**src/rtl/lapido_pkg.sv**
```systemverilog
// Shared definitions for the Lapido core: opcode classes, sequencer states,
// instruction kinds and fault codes.
package lapido_pkg;

  localparam logic [2:0] CLS_ALU   = 3'b001;
  localparam logic [2:0] CLS_MEM   = 3'b100;
  localparam logic [2:0] CLS_CONST = 3'b010;
  localparam logic [2:0] CLS_NOP   = 3'b000;

  localparam logic [1:0] SUB_LOADLIT = 2'b10;

  localparam logic [1:0] FC_NONE   = 2'b00;
  localparam logic [1:0] FC_OPCODE = 2'b01;
  localparam logic [1:0] FC_IMEM   = 2'b10;
  localparam logic [1:0] FC_DMEM   = 2'b11;

  typedef enum logic [2:0] {
    ST_IDLE, ST_FETCH, ST_DECODE, ST_EXECUTE, ST_MEMORY, ST_WRITEBACK, ST_HALT
  } state_t;

  typedef enum logic [2:0] {
    K_NOP, K_ALU, K_LIT, K_LOAD, K_STORE, K_UNKNOWN
  } kind_t;

  // Constant-class words other than loadlit behave as NOPs.
  function automatic kind_t decode_kind(input logic [31:0] instr);
    kind_t k;
    case (instr[31:29])
      CLS_ALU:   k = K_ALU;
      CLS_MEM:   k = instr[24] ? K_STORE : K_LOAD;
      CLS_CONST: k = (instr[25:24] == SUB_LOADLIT) ? K_LIT : K_NOP;
      CLS_NOP:   k = K_NOP;
      default:   k = K_UNKNOWN;
    endcase
    return k;
  endfunction

endpackage

```
**src/rtl/mem_wait_timer.sv**
```systemverilog
// Counts consecutive not-ready wait cycles; expired flags the cycle where the
// wait reaches MEM_TIMEOUT and ready is still low. MEM_TIMEOUT = 0 disables it.
module mem_wait_timer #(
  parameter int MEM_TIMEOUT = 15
) (
  input  logic clock,
  input  logic reset_n,
  input  logic clear,
  input  logic waiting,
  input  logic ready,
  output logic expired
);

  localparam int TW = (MEM_TIMEOUT > 1) ? $clog2(MEM_TIMEOUT + 1) : 1;

  logic [TW-1:0] count_reg;

  always_ff @(posedge clock or negedge reset_n) begin
    if (!reset_n) begin
      count_reg <= '0;
    end else if (clear) begin
      count_reg <= '0;
    end else if (waiting && !ready) begin
      count_reg <= count_reg + TW'(1);
    end
  end

  // count_reg holds the number of earlier low cycles, so this cycle is wait number count_reg+1.
  assign expired = (MEM_TIMEOUT != 0) && waiting && !ready &&
                   (count_reg == TW'(MEM_TIMEOUT - 1));

endmodule

```
**src/rtl/instr_sequencer.sv**
```systemverilog
// Multi-cycle FETCH/DECODE/EXECUTE/MEMORY/WRITEBACK sequencer for the Lapido
// core: drives the fetch, IR, PC, register-file and data-memory strobes.
module instr_sequencer
  import lapido_pkg::*;
#(
  parameter int MEM_TIMEOUT = 15,
  parameter int CNT_W       = 32
) (
  input  logic             clock,
  input  logic             reset_n,
  input  logic             run,
  input  logic [31:0]      instruction,
  input  logic             imem_ready,
  input  logic             dmem_ready,
  output logic             fetch_req,
  output logic             ir_load,
  output logic             pc_enable,
  output logic             mem_read_n,
  output logic             mem_write_n,
  output logic             reg_write,
  output logic             busy,
  output logic             fault,
  output logic [1:0]       fault_code,
  output logic [CNT_W-1:0] retired
);

  state_t           state_reg, state_next;
  kind_t            kind_reg, kind_next;
  kind_t            dec_kind;
  logic             fault_reg, fault_next;
  logic [1:0]       fault_code_reg, fault_code_next;
  logic [CNT_W-1:0] retired_reg;
  logic             retire;
  logic             in_fetch, in_memory;
  logic             waiting, ready_sel, expired, timer_clear;
  logic             unused_instr_bits;

  assign dec_kind          = decode_kind(instruction);
  assign unused_instr_bits = ^{instruction[28:26], instruction[23:0]};

  assign in_fetch    = (state_reg == ST_FETCH);
  assign in_memory   = (state_reg == ST_MEMORY);
  assign waiting     = in_fetch || in_memory;
  assign ready_sel   = in_fetch ? imem_ready : dmem_ready;
  // Any state change restarts the wait count, so each wait is measured from its own entry.
  assign timer_clear = (state_next != state_reg);

  mem_wait_timer #(.MEM_TIMEOUT(MEM_TIMEOUT)) u_wait_timer (
    .clock   (clock),
    .reset_n (reset_n),
    .clear   (timer_clear),
    .waiting (waiting),
    .ready   (ready_sel),
    .expired (expired)
  );

  always_ff @(posedge clock or negedge reset_n) begin
    if (!reset_n) begin
      state_reg      <= ST_IDLE;
      kind_reg       <= K_NOP;
      fault_reg      <= 1'b0;
      fault_code_reg <= FC_NONE;
      retired_reg    <= '0;
    end else begin
      state_reg      <= state_next;
      kind_reg       <= kind_next;
      fault_reg      <= fault_next;
      fault_code_reg <= fault_code_next;
      if (retire) retired_reg <= retired_reg + CNT_W'(1);
    end
  end

  always_comb begin
    state_next      = state_reg;
    kind_next       = kind_reg;
    fault_next      = fault_reg;
    fault_code_next = fault_code_reg;
    retire          = 1'b0;
    case (state_reg)
      ST_IDLE: if (run) state_next = ST_FETCH;
      ST_FETCH: begin
        if (imem_ready) begin
          state_next = ST_DECODE;
        end else if (expired) begin
          state_next      = ST_HALT;
          fault_next      = 1'b1;
          fault_code_next = FC_IMEM;
        end
      end
      ST_DECODE: begin
        kind_next = dec_kind;
        case (dec_kind)
          K_NOP: begin
            retire     = 1'b1;
            state_next = run ? ST_FETCH : ST_IDLE;
          end
          K_UNKNOWN: begin
            state_next      = ST_HALT;
            fault_next      = 1'b1;
            fault_code_next = FC_OPCODE;
          end
          default: state_next = ST_EXECUTE;
        endcase
      end
      ST_EXECUTE:
        state_next = (kind_reg == K_LOAD || kind_reg == K_STORE) ? ST_MEMORY : ST_WRITEBACK;
      ST_MEMORY: begin
        if (dmem_ready) begin
          if (kind_reg == K_STORE) begin
            retire     = 1'b1;
            state_next = run ? ST_FETCH : ST_IDLE;
          end else begin
            state_next = ST_WRITEBACK;
          end
        end else if (expired) begin
          state_next      = ST_HALT;
          fault_next      = 1'b1;
          fault_code_next = FC_DMEM;
        end
      end
      ST_WRITEBACK: begin
        retire     = 1'b1;
        state_next = run ? ST_FETCH : ST_IDLE;
      end
      ST_HALT: state_next = ST_HALT;
      default: state_next = ST_IDLE;
    endcase
  end

  assign fetch_req   = in_fetch;
  assign ir_load     = in_fetch && imem_ready;
  assign pc_enable   = in_fetch && imem_ready;
  assign mem_read_n  = !(in_memory && kind_reg == K_LOAD);
  assign mem_write_n = !(in_memory && kind_reg == K_STORE);
  assign reg_write   = (state_reg == ST_WRITEBACK);
  assign busy        = (state_reg != ST_IDLE) && (state_reg != ST_HALT);
  assign fault       = fault_reg;
  assign fault_code  = fault_code_reg;
  assign retired     = retired_reg;

endmodule

```
**config.mk**
```make
export PLATFORM = sky130hd
export DESIGN_NAME = instr_sequencer
export DESIGN_NICKNAME = d
export VERILOG_FILES = /design/src/rtl/lapido_pkg.sv /design/src/rtl/mem_wait_timer.sv /design/src/rtl/instr_sequencer.sv
export SDC_FILE = /design/constraint.sdc
export NUM_CORES = 1
export LEC_CHECK = 0
export CAP_MARGIN = 20
export CORE_MARGIN = 1.5
export CORE_UTILIZATION = 40
export DETAILED_ROUTE_END_ITERATION = 16
export PLACE_DENSITY = 0.83
export SLEW_MARGIN = 15
export SYNTH_ARGS = -nofsm -noshare
export SYNTH_HDL_FRONTEND = slang
export SYNTH_SLANG_ARGS = --single-unit
```
**constraint.sdc**
```tcl
create_clock -name clock -period 3 [get_ports clock]
set_input_delay 0.75 -clock clock [delete_from_list [all_inputs] [get_ports clock]]
set_output_delay 0.75 -clock clock [all_outputs]
set_load 0.005 [all_outputs]
```
# Word-level counts from Yosys, hierarchy flattened
# Index checks and enable logic that the tools add are counted.
[word_totals]
wordCells = 78
mem_bits_rw = 0
rom_bits = 0
memories = 0
latch_bits = 0
reg_bits = 45
out_inout_bits = 42
input_bits = 37
[classes]
shift = 0
muxes = 30
magnitude_cmp = 0
multipliers = 0
reduce_logical = 19
n_eq_ne = 21
div = 0
addsub = 2
bitwise = 0
[op_table]
columns = ["op", "n"]
rows = [
  ["$add A32 B1 Y32 const B", 1],
  ["$pmux W3 S7", 1],
  ["$eq A3 B3 Y1 const B", 6],
  ["$mux W3", 6],
  ["$eq A3 B2 Y1 const B", 4],
  ["$mux W2", 6],
  ["$pmux W3 S4", 1],
  ["$mux W1", 10],
  ["$logic_not A3 Y1", 3],
  ["$mux W4", 2],
  ["$eq A3 B1 Y1 const B", 2],
  ["$logic_and A1 B1 Y1", 6],
  ["$ne A2 B2 Y1 const B", 3],
  ["$pmux W1 S3", 2],
  ["$pmux W2 S3", 1],
  ["$pmux W3 S2", 1],
  ["$reduce_and A6 Y1", 1],
  ["$reduce_bool A3 Y1", 2],
  ["$add A4 B1 Y4 const B", 1],
  ["$eq A4 B4 Y1 const B", 1],
  ["$ne A2 B1 Y1 const B", 2],
  ["$reduce_and A4 Y1", 1],
  ["$logic_not A1 Y1", 3],
  ["$ne A3 B3 Y1", 1],
  ["other kinds (4)", 5],
]

# Longest topological paths before layout
[logic_depth]
word_depth = 10
mapped_depth = 8
depth_no_buf = 7

# Modules after synthesis
# From an unflattened synthesis, not the netlist that was laid out.
[hier_totals]
cells_unflattened = 239
area_unflattened_um2 = 2483.6
[by_module_without_submodules]
columns = ["module", "instances", "area_each_um2", "seq_area_each_um2", "cells_per_inst"]
rows = [
  ["instr_sequencer", 1, 2253.4, 1026.0, 218],
  ["mem_wait_timer", 1, 230.2, 100.1, 21],
]

# Least setup slack after synthesis
# Ideal clock, no wire load.
[synth_timing]
path_kind = "reg2reg"
from = "register state_reg[0]"
to = "register retired_reg[31], in the netlist retired[31]"
t_arrival_ps = 2188
setup_slack_ps = 733
path_stages_with_launch = 9
required_time_ps = 2921
path_cell_list = "dfrtp_1 buf_2 or3b_1 buf_2 or4b_4 a21o_1 buf_6 nor4_4 xor2_1"
[synth_via]
elab_chain_len = 2
word_cells_on_any_way = 4
[synth_rtl]
columns = ["item", "line_no", "rtl"]
rows = [
  ["start, declared", "instr_sequencer.sv:27", "state_t state_reg, state_next;"],
  ["start signal, assigned", "instr_sequencer.sv:65", "state_reg <= state_next;"],
  ["$eq A3 B3 Y1 / $eq A3 B2 Y1 (equally long branches)", "instr_sequencer.sv:79", "case (state_reg)"],
  ["$pmux W1 S3 *", "instr_sequencer.sv:79", ""],
  ["end signal, assigned", "instr_sequencer.sv:69", "if (retire) retired_reg <= retired_reg + CNT_W'(1);"],
  ["end, declared", "instr_sequencer.sv:32", "logic [CNT_W-1:0] retired_reg;"],
]
# Every way passes the cells marked *; elsewhere a longest branch is shown, timed or not.
# A chain may end at the register's enable or synchronous reset.

# Final worst setup path
[layout_timing]
from = "register state_reg[2]"
to = "output ir_load"
[layout_via]
elab_chain_len = 2
[layout_rtl]
columns = ["item", "line_no", "rtl"]
rows = [
  ["$eq A3 B1 Y1", "instr_sequencer.sv:41", "assign in_fetch = (state_reg == ST_FETCH);"],
  ["$logic_and A1 B1 Y1", "instr_sequencer.sv:131", "assign ir_load = in_fetch && imem_ready;"],
  ["end, declared", "instr_sequencer.sv:16", "output logic ir_load,"],
]
# No other way between the ends.

==> impl_metrics.prom <==
# TYPE chip_impl_metric gauge
chip_impl_info{name="run_status",value="completed"} 1
chip_impl_metric{name="max-clock-path-buffers",unit=""} 2
chip_impl_info{name="min-delay-path-class",value="in -> async"} 1
chip_impl_info{name="crit_family",value="simple AND/OR/NAND/NOR gates"} 1
chip_impl_metric{name="final_hold_slack",unit="ns"} 0.323
chip_impl_metric{name="floorplan.initialDensity",unit="%"} 41.5
chip_impl_metric{name="num-nets-final",unit=""} 345
chip_impl_metric{name="floorplan.die.width",unit="um"} 81.6
chip_impl_info{name="crit_path_start_kind",value="flip-flop"} 1
chip_impl_metric{name="groute.usage.overall",unit="%"} 17.9
chip_impl_metric{name="numCtsBuffers",unit=""} 5
chip_impl_metric{name="antenna_found_initial",unit=""} 0
chip_impl_metric{name="finalWorstPathRequiredPeriod",unit="ns"} 2.80
chip_impl_metric{name="cts_setup_buffers",unit=""} 0
chip_impl_info{name="rsz0062_at_grt",value="no"} 1
chip_impl_metric{name="postCtsResizedCells",unit=""} 0
chip_impl_metric{name="peakVddDrop",unit="uV"} 326
chip_impl_metric{name="route.detailed.drc",unit=""} 0
chip_impl_metric{name="max_cap_violations",unit=""} 0
chip_impl_info{name="cts-root-buf",value="sky130_fd_sc_hd__clkbuf_8"} 1
chip_impl_metric{name="ys_ff_latch",unit=""} 45
chip_impl_metric{name="p_leak",unit="nW"} 1.43
chip_impl_metric{name="tightest_slew",unit="ns"} 0.538
chip_impl_metric{name="synth_cells",unit=""} 245
chip_impl_metric{name="syn_area_per_cell",unit="sq um"} 10.1
chip_impl_metric{name="detailed_place_hpwl",unit="um"} 4090
chip_impl_metric{name="timing.setup.tns",unit="ns"} 0
chip_impl_metric{name="cts_hold_buffers",unit=""} 0
chip_impl_metric{name="buffer_ports.inserted",unit=""} 51
chip_impl_metric{name="largest_register_ff_count",unit=""} 32
chip_impl_metric{name="cp_max_fo",unit=""} 7
chip_impl_info{name="reg2reg_from",value="state_reg[2]"} 1
chip_impl_metric{name="skew_final",unit="ns"} 0.00967
chip_impl_info{name="critical_path.endpoint_type",value="primary output"} 1
chip_impl_metric{name="crit_arrival",unit="ns"} 2.05
chip_impl_metric{name="cp_num_buf_inv",unit=""} 2
chip_impl_metric{name="layout-area-overhead-vs-synth",unit="%"} 31.7
chip_impl_metric{name="cts_num_sinks",unit=""} 45
chip_impl_metric{name="synthesis.area",unit="sq um"} 2470
chip_impl_metric{name="routedWlPerCell",unit="um"} 14.5
chip_impl_metric{name="grt_pass1_vias",unit=""} 1964
chip_impl_metric{name="clock_latency",unit="ns"} 0.30
chip_impl_metric{name="final.period_utilization",unit="%"} 93.4
chip_impl_metric{name="regToRegSetupSlack",unit="ns"} 0.67
chip_impl_info{name="yosys_most_used_dff",value="sky130_fd_sc_hd__dfrtp_1"} 1
chip_impl_metric{name="timing_limited_maximum_frequency",unit="GHz"} 0.357
chip_impl_metric{name="synth.distinct_cells",unit=""} 49
chip_impl_metric{name="fp-row-count",unit=""} 28
chip_impl_metric{name="avgViaCountPerCell",unit=""} 5.24
chip_impl_metric{name="drt.antenna.violating_nets",unit=""} 0
chip_impl_metric{name="route.final.wire_length",unit="um"} 5520
chip_impl_info{name="worstPathCellList",value="or3b_2 -> inv_1 -> and2_1 -> clkdlybuf4s50_1"} 1
chip_impl_metric{name="ys_seq_area_share",unit="%"} 45.5
chip_impl_metric{name="max_slew_margin",unit="%"} 63.7
chip_impl_metric{name="slew_viol_final",unit=""} 0
chip_impl_metric{name="worst_setup_hold_path_clk_slew",unit="ns"} 0.08
chip_impl_metric{name="fp.coreArea",unit="sq um"} 5960
chip_impl_metric{name="number_of_cells_on_the_worst_reg_to_reg_path",unit=""} 6
chip_impl_metric{name="max_stage_delay",unit="ns"} 0.54
chip_impl_metric{name="drt_iter0_markers",unit=""} 183
chip_impl_info{name="clock_tree_from_tritoncts",value="done"} 1
chip_impl_metric{name="design.portCount",unit=""} 79
chip_impl_metric{name="report.final.setup_viol",unit=""} 0
chip_impl_metric{name="grt_remaining_overflow",unit=""} 0
chip_impl_metric{name="async_reset_ff_share",unit="%"} 100
chip_impl_metric{name="antenna_cells",unit=""} 0
chip_impl_metric{name="maximum_number_of_pins_on_one_net_before_global_route_repair",unit=""} 46
chip_impl_info{name="critical_path.slowest_cell",value="sky130_fd_sc_hd__or3b_2"} 1
chip_impl_metric{name="hold_violations",unit=""} 0
chip_impl_info{name="r2r_end",value="retired[25]"} 1
chip_impl_metric{name="die_area",unit="sq um"} 6660
chip_impl_metric{name="drtPass1Iterations",unit=""} 4
chip_impl_metric{name="required",unit="ns"} 2.25
chip_impl_metric{name="edff_count_synth",unit=""} 0
chip_impl_metric{name="syn_nets",unit=""} 285
chip_impl_metric{name="synth-warning-count",unit=""} 0
chip_impl_metric{name="powerDensity",unit="nW/um^2"} 658
chip_impl_metric{name="dr_total_vias",unit=""} 1997
chip_impl_metric{name="routabilityCongestion",unit=""} 0.850
chip_impl_metric{name="layout-drive-gt1-share",unit="%"} 11.1
chip_impl_metric{name="htree_num_levels",unit=""} 2
chip_impl_info{name="critical_path_class",value="reg -> out"} 1
chip_impl_metric{name="grt_pass1_wl",unit="um"} 9050
chip_impl_metric{name="die_height",unit="um"} 81.6
-- layer usage --
layer  wire (um)  part of all wire (%)  track usage, %
met5           0                     0               0
met4         142                   2.6            8.31
met3         222                   4.0            3.44
met2        2610                    47            28.7
met1        2540                    46            23.3
-- power breakdown --
group / leakage, nW / switching, mW / internal [mW] / total, mW
clock network: 0.0687 / 0.214 / 0.335 / 0.549
logic: 0.793 / 0.369 / 0.402 / 0.771
registers: 0.568 / 0.117 / 0.706 / 0.822
-- cells by family after synthesis --
logic type,count (synthesis),synth area share [%]
and+or+nand+nor,97,23.8
xor gates and xnor gates,35,12.4
DFF,45,45.5
muxes,4,1.67
buffers and inverters,24,4.55
adders and majority gates,4,1.92
AOI/OAI and AO/OA,36,10.1
-- final cells by class --
type	count	area, sq um
clock buffers	5	68.8
fillers	565	2700
multi-input cells	176	1230
clock inverters	3	68.8
flip-flops and latches	45	1130
inverters	13	48.8
well taps	75	93.8
repair buffers	64	616
-- through the flow --
stage	cell area [sq um]	utilization [%]	setup slack [ns]	std cells	power (mW)
2_1_floorplan	2470	-	0.733	245	1.26
3_3_place_gp	3100	52.0	0.122	372	1.56
3_5_place_dp	3100	52.0	0.0483	372	1.60
4_1_cts	3240	54.3	0.194	380	2.16
5_1_grt	3260	54.7	0.153	381	2.27
6_report	3260	54.7	0.197	381	2.14
-- synth_stat cells (3+ instances only) --
master	n	share of area, %
sky130_fd_sc_hd__o21ai_0	6	1.2
sky130_fd_sc_hd__a21oi_1	5	1.0
sky130_fd_sc_hd__nor2b_1	3	0.76
sky130_fd_sc_hd__nand4_1	5	1.3
sky130_fd_sc_hd__nand3_1	9	1.8
sky130_fd_sc_hd__ha_1	3	1.5
sky130_fd_sc_hd__a21o_1	5	1.5
sky130_fd_sc_hd__dfrtp_1	45	46
sky130_fd_sc_hd__inv_1	13	2.0
sky130_fd_sc_hd__xor2_1	20	7.1
sky130_fd_sc_hd__nor4_4	3	2.6
sky130_fd_sc_hd__o22ai_1	3	0.76
sky130_fd_sc_hd__nand2_1	20	3.0
sky130_fd_sc_hd__and3_1	3	0.76
sky130_fd_sc_hd__xnor2_1	15	5.3
sky130_fd_sc_hd__a211oi_1	4	1.2
sky130_fd_sc_hd__buf_2	3	0.61
sky130_fd_sc_hd__nor2_1	13	2.0
sky130_fd_sc_hd__clkbuf_1	5	0.76
sky130_fd_sc_hd__mux2i_1	3	1.2
sky130_fd_sc_hd__o21a_1	3	0.91
sky130_fd_sc_hd__nor3_1	16	3.2
sky130_fd_sc_hd__or3b_2	3	1.1
-- worst max path at each step --
stage                            start           to  slack [ns]  cells after the start
after floorplan           state_reg[0]  retired[31]        0.73                      8
after global placement      dmem_ready  retired[18]        0.12                      7
after detailed placement    dmem_ready   retired[5]        0.05                      7
after CTS                 state_reg[2]      ir_load        0.19                      4
after global routing      state_reg[2]      ir_load        0.15                      4
final                     state_reg[2]      ir_load        0.20                      4
-- cell usage in the layout (no fill, tap or decap), types with 3 or more instances in the layout --
| cell type | count |
|---|---|
| sky130_fd_sc_hd__inv_1 | 13 |
| sky130_fd_sc_hd__and3_1 | 3 |
| sky130_fd_sc_hd__nand4_1 | 5 |
| sky130_fd_sc_hd__clkbuf_8 | 5 |
| sky130_fd_sc_hd__buf_4 | 12 |
| sky130_fd_sc_hd__xor2_1 | 20 |
| sky130_fd_sc_hd__a21oi_1 | 5 |
| sky130_fd_sc_hd__ha_1 | 3 |
| sky130_fd_sc_hd__nand2_1 | 20 |
| sky130_fd_sc_hd__mux2i_1 | 3 |
| sky130_fd_sc_hd__nor4_4 | 3 |
| sky130_fd_sc_hd__o21a_1 | 3 |
| sky130_fd_sc_hd__xnor2_1 | 15 |
| sky130_fd_sc_hd__clkdlybuf4s50_1 | 50 |
| sky130_fd_sc_hd__a211oi_1 | 4 |
| sky130_fd_sc_hd__or3b_2 | 3 |
| sky130_fd_sc_hd__nand3_1 | 9 |
| sky130_fd_sc_hd__o21ai_0 | 6 |
| sky130_fd_sc_hd__dfrtp_1 | 45 |
| sky130_fd_sc_hd__nor3_1 | 16 |
| sky130_fd_sc_hd__o22ai_1 | 3 |
| sky130_fd_sc_hd__nor2b_1 | 3 |
| sky130_fd_sc_hd__nor2_1 | 13 |
| sky130_fd_sc_hd__a21o_1 | 5 |
Power figures use the tool's default switching activity.
